## config.mk

```make
export PLATFORM = sky130hd
export DESIGN_NAME = mxu_stream_ctrl
export DESIGN_NICKNAME = d
export VERILOG_FILES = /design/src/rtl/mxu_stream_ctrl.sv
export SDC_FILE = /design/constraint.sdc
export NUM_CORES = 1
export LEC_CHECK = 0
export CORE_ASPECT_RATIO = 2
export CORE_MARGIN = 3
export CORE_UTILIZATION = 44
export CTS_CLUSTER_DIAMETER = 200
export DETAILED_ROUTE_END_ITERATION = 6
export GPL_ROUTABILITY_DRIVEN = 0
export PLACE_DENSITY = 0.74
export SYNTH_ARGS = -nofsm -noshare
export SYNTH_HDL_FRONTEND = slang
export SYNTH_SLANG_ARGS = --single-unit
```

## constraint.sdc

```tcl
create_clock -name clk -period 2.3 [get_ports clk]
set_clock_uncertainty 0.2 [all_clocks]
set_input_delay 0.46 -clock clk [delete_from_list [all_inputs] [get_ports clk]]
set_output_delay 0.46 -clock clk [all_outputs]
set_load 0.005 [all_outputs]
```

## src/rtl/mxu_stream_ctrl.sv

```systemverilog
// Streams two 3x3 operand matrices in word by word, captures the external MXU
// product for one cycle, then drains the nine 16-bit result words.
module mxu_stream_ctrl (
  input  logic         clk,
  input  logic         rst_n,
  input  logic [15:0]  in_data,
  input  logic         in_valid,
  output logic         in_ready,
  input  logic         abort,
  output logic [143:0] mxu_a,
  output logic [143:0] mxu_b,
  input  logic [143:0] mxu_out,
  output logic [15:0]  out_data,
  output logic         out_valid,
  input  logic         out_ready,
  output logic         busy,
  output logic         done
);

  typedef enum logic [1:0] {LOAD_A, LOAD_B, CALC, DRAIN} state_t;

  state_t            state_q, state_d;
  logic [3:0]        cnt_q, cnt_d;
  logic              run_q;
  logic [8:0][15:0]  a_q, b_q, res_q;
  logic              a_we, b_we, res_we;
  logic              last;

  // run_q keeps in_ready low until the first edge after reset release
  assign in_ready  = run_q && (state_q == LOAD_A || state_q == LOAD_B);
  assign out_valid = (state_q == DRAIN);
  assign out_data  = (state_q == DRAIN) ? res_q[cnt_q] : '0;
  assign busy      = !(state_q == LOAD_A && cnt_q == 4'd0);
  assign mxu_a     = a_q;
  assign mxu_b     = b_q;
  assign last      = (cnt_q == 4'd8);

  always_comb begin
    state_d = state_q;
    cnt_d   = cnt_q;
    a_we    = 1'b0;
    b_we    = 1'b0;
    res_we  = 1'b0;
    done    = 1'b0;
    if (abort) begin
      state_d = LOAD_A;
      cnt_d   = '0;
    end else begin
      case (state_q)
        LOAD_A: if (in_valid && in_ready) begin
          a_we = 1'b1;
          if (last) begin
            cnt_d   = '0;
            state_d = LOAD_B;
          end else begin
            cnt_d = cnt_q + 4'd1;
          end
        end
        LOAD_B: if (in_valid && in_ready) begin
          b_we = 1'b1;
          if (last) begin
            cnt_d   = '0;
            state_d = CALC;
          end else begin
            cnt_d = cnt_q + 4'd1;
          end
        end
        CALC: begin
          res_we  = 1'b1;
          cnt_d   = '0;
          state_d = DRAIN;
        end
        DRAIN: if (out_ready) begin
          if (last) begin
            done    = 1'b1;
            cnt_d   = '0;
            state_d = LOAD_A;
          end else begin
            cnt_d = cnt_q + 4'd1;
          end
        end
        default: begin
          state_d = LOAD_A;
          cnt_d   = '0;
        end
      endcase
    end
  end

  always_ff @(posedge clk or negedge rst_n) begin
    if (!rst_n) begin
      state_q <= LOAD_A;
      cnt_q   <= '0;
      run_q   <= 1'b0;
    end else begin
      state_q <= state_d;
      cnt_q   <= cnt_d;
      run_q   <= 1'b1;
    end
  end

  always_ff @(posedge clk or negedge rst_n) begin
    if (!rst_n) begin
      a_q   <= '0;
      b_q   <= '0;
      res_q <= '0;
    end else begin
      if (a_we)   a_q[cnt_q] <= in_data;
      if (b_we)   b_q[cnt_q] <= in_data;
      if (res_we) res_q      <= mxu_out;
    end
  end

endmodule
```

Word level (Yosys, flattened, before mapping)
Index checks and enable logic that the tools add are counted.

storage, ports and cells
  word-level logic and storage cells = 86
  bits in registers = 439

operators by class
  multiplexer cells = 31
  eq/ne operators = 11
  reductions and logical operators = 11
  add/sub/neg operators = 1
  $lt $le $gt $ge = 2

operators by type and width
  kind                   count
  $bwmux W144            2
  $bmux W16 S4           1
  $demux W16 S4          1
  $mux W16               3
  $mux W4                4
  $mux W2                7
  $ne A3 B2 Y1 const B   4
  $pmux W4 S3            1
  $mux W1                11
  $pmux W2 S4            1
  $ne A3 B3 Y1 const B   2
  $reduce_and A6 Y1      1
  $lt A4 B5 Y1 const B   1
  $add A4 B1 Y4 const B  1
  $eq A2 B2 Y1 const B   2
  $eq A4 B4 Y1 const B   1
  $ge A4 B1 Y1 const B   1
  $logic_and A1 B1 Y1    4
  $logic_not A4 Y1       1
  $ne A3 B1 Y1 const B   1
  $eq A2 B1 Y1 const B   1
  $logic_not A2 Y1       1
  $reduce_and A2 Y1      1
  $reduce_or A2 Y1       1
  2 further kinds        2

Depth between registers and ports, before layout
  depth in word-level cells = 7
  depth in mapped cells = 8
  mapped depth without buffers = 6

Least setup slack after synthesis
Ideal clock, no wire load.

  path kind = flip-flop to output port
  start = reg cnt_q[0]
  end = out out_data[6]
  stages on the path, launching flop included = 6
  slack = -59 ps
  data arrival time = 1,699 ps
  cell sequence = dfrtp_1 clkbuf_1 buf_1 mux2_2 a221o_1 o21a_1

on the way
  cells in the longest elaborated chain, start to end = 3

RTL lines
  what                            RTL line  source
  from (decl)                     23        logic [3:0] cnt_q, cnt_d;
  from (signal assigned)          97        cnt_q <= cnt_d;
  $bmux W16 S4                    32        assign out_data = (state_q == DRAIN) ? res_q[cnt_q] : '0;
  $mux W16 (not written as such)  32
  $mux W16                        32
  to (decl)                       13        output logic [15:0] out_data,

Every way passes these cells. The select of a mux whose other input is x is not followed.

Final worst setup path
  start = reg cnt_q[0]
  end = out out_data[13]

The elaborated chain is that of the path after synthesis.

==> qor.csv <==
metric,value,unit
yosys.area_share.simple,0.0241,
synthAdderAreaFrac,0.00628,
yosys-top-cells-count,"446 x mux2_2, 439 x dfrtp_1, 35 x buf_2",
synth_top_family_by_area,multiplexers,
fin_crit,2.91,ns
numCtsBuffers,38,
yosysSeqAreaShare,0.612,
clockBufferDepth,3,
hold_slack,0.221,ns
synth_compound_area_frac,0.0349,
drive_gt1_frac,0.417,
antenna_left,0,
chipHeight,292,um
cts.sinks,439,
antenna_found_initial,0,
synth-edff-count,0,
clock_tree.htree_level_count,2,
ys_ff_latch,439,
finalSetupTns,-25.30,ns
insertedDiodeCount,0,
fmax,0.344,GHz
yosysMostFrequentCell,mux2_2,
synth_cell_types,45,
critPathTopFamily,compound AO/OA/AOI/OAI gates,
yosys_warnings,0,
firstDrtPassIters,4,
async_flop_share,1.00,
dp_worst_setup_slack,-0.407,ns
netlist_instances,1153,
syn_nets,1327,
drtIter0Drc,471,
wire_per_inst,26.7,um
setup_ws,-0.609,ns
power,16.4,mW
outcome,"finished, violations left",
final-seq-area,0.0110,mm^2
fin_nets,1917,
violations,setup timing,
slew_viol_final,0,
grt_overflow,0,
hold_violations,0,
syn2layout_area_growth,48.6,%
synthFlopType,dfrtp_1,
max_stage_delay,0.51,ns
crit_slowest_cell,dfrtp_4,
grt_start_max_net_pins,68,
grt_use_total,0.268,
cp_max_fo,4,
ioPinCount,473,
finalSetupViolCount,195,
cts_tree,yes,
root_buffer,clkbuf_16,
start_kind,register,
max-cap-violations,0,
path_cells,"buf_6, buf_4, mux2_2, a221o_1, o21a_1, buf_2",
cellLeakagePower,12.6,nW
drc,0,
hold_class,in -> async,
cp_data_required_time,1.64,ns
synth_area_per_cell,15.6,um^2
dieArea,0.0434,mm^2
initial_core_util,0.446,
grt_pass1_vias,13100,
portBuffers,472,
grt_pass1_wl,86700,um
clock_latency,0.54,ns
multi_input_area,0.00706,mm^2
core-area,0.0402,mm^2
synth-xor-area-share,0,
ir_worst_vdd,0.607,mV
wl,61400,um
synth_area_leader_cell,dfrtp_1,
path_clk_slew,0.07,ns
num_rows,104,
syn-cell-area,0.0179,mm^2
vias_per_cell,5.40,
fill_cells,2886,
path_class,reg -> out,
synth_area_leaders,"dfrtp_1 61%, mux2_2 28%, mux2i_1 1.8%, buf_2 0.98%, a221o_1 0.89%",
die_w,149,um
hpwlAfterDp,44200,um
worstSetupEndpointType,output port,
period_share,1.26,
path_buf_inv,3,
num_vias,12400,
powerDensity,614,mW/mm^2
final_util,0.663,
worstPathArrival,2.25,ns
yosysTopAreaCellShare,0.612,
synth.area.mux_share,0.300,
rsz0062_at_grt,yes,
## metrics by stage
step | instances | cell area (um^2)
after floorplan | 1153 | 17900
after global placement | 2186 | 24200
after detailed placement | 2186 | 24200
after CTS | 2284 | 26200
after global routing | 2300 | 26700
final | 2300 | 26700
## layer usage
metal,wire length [um],share of wire,GRT usage
met1,20500,0.33,0.273
met2,34200,0.56,0.520
met3,3460,0.056,0.0488
met4,3210,0.052,0.117
met5,0,0,0
## where the power goes
part / switching, mW / total (mW) / internal [mW] / leakage, nW
combinational: 0.656 / 1.60 / 0.949 / 5.91
clock: 2.89 / 6.62 / 3.73 / 0.627
sequential: 0.165 / 8.15 / 7.98 / 6.06
total: 3.71 / 16.4 / 12.7 / 12.6
## state kept, by name (all words and copies together) (netlist names)
| name | cells |
|---|---|
| mxu_a | 144 |
| mxu_b | 144 |
| res_q | 144 |
| cnt_q | 4 |
| state_q | 2 |
| run_q | 1 |
## cells in the final DEF, fill, tap and decap left out, types with 3 or more instances in the layout
cell,Yosys,final
clkdlybuf4s50_1,0,451
dfrtp_1,439,438
mux2_2,446,405
buf_4,2,66
clkbuf_16,0,45
mux2_4,0,41
buf_12,0,38
mux2i_1,33,31
buf_6,7,31
nor2_1,20,18
o21a_1,17,17
buf_2,35,17
a22oi_1,16,16
a221o_1,16,16
o221ai_2,0,10
nand2_8,0,10
clkbuf_1,29,8
clkbuf_8,0,8
o221ai_1,16,6
clkinv_2,0,6
buf_16,0,6
nand2_1,9,5
nand2_2,8,5
nor2_4,1,4
ha_2,0,4
ha_4,0,4
buf_8,0,4
inv_1,6,3
a21oi_2,0,3
bufinv_16,0,3
## timing repair
item                                   in CTS  in global routing
setup endpoints to repair                 153                227
resized for setup                         177                 63
endpoints found under the hold margin      33                  0
setup buffers                              23                 16
pin swaps                                  25                 23
gates cloned                                8                  8
hold buffers                                1                  0
## path summary, 6_finish.rpt
| check | start | end | slack (ns) | cells after the start |
|---|---|---|---|---|
| worst max register to register | state_q[0] | mxu_a[111] | -0.21 | 13 |
| min in group clk | mxu_a[24] | mxu_a[24] | 0.30 | 1 |
| max in group asynchronous | rst_n | res_q[114] | 0.91 | 3 |
| worst max-delay path | cnt_q[0] | out_data[13] | -0.61 | 6 |
| worst min register to register | mxu_a[24] | mxu_a[24] | 0.30 | 1 |
| worst min-delay path | rst_n | mxu_a[53] | 0.22 | 2 |
## logic make-up after synthesis
| group | after synthesis |
|---|---|
| mux | 481 |
| flops | 439 |
| buf+inv | 80 |
| compound gates | 77 |
| simple gates | 66 |
| fa+ha+maj | 9 |
| other cells | 1 |
## final cells by class
type                       count  area share
inverter                       6     0.00122
sequential                   439       0.412
multi-input combinational    635       0.265
clock buffer                  55      0.0419
timing repair buffer         623       0.249
tap                          530      0.0249
clock inverter                12     0.00601
(Power assumes the default switching activity.)
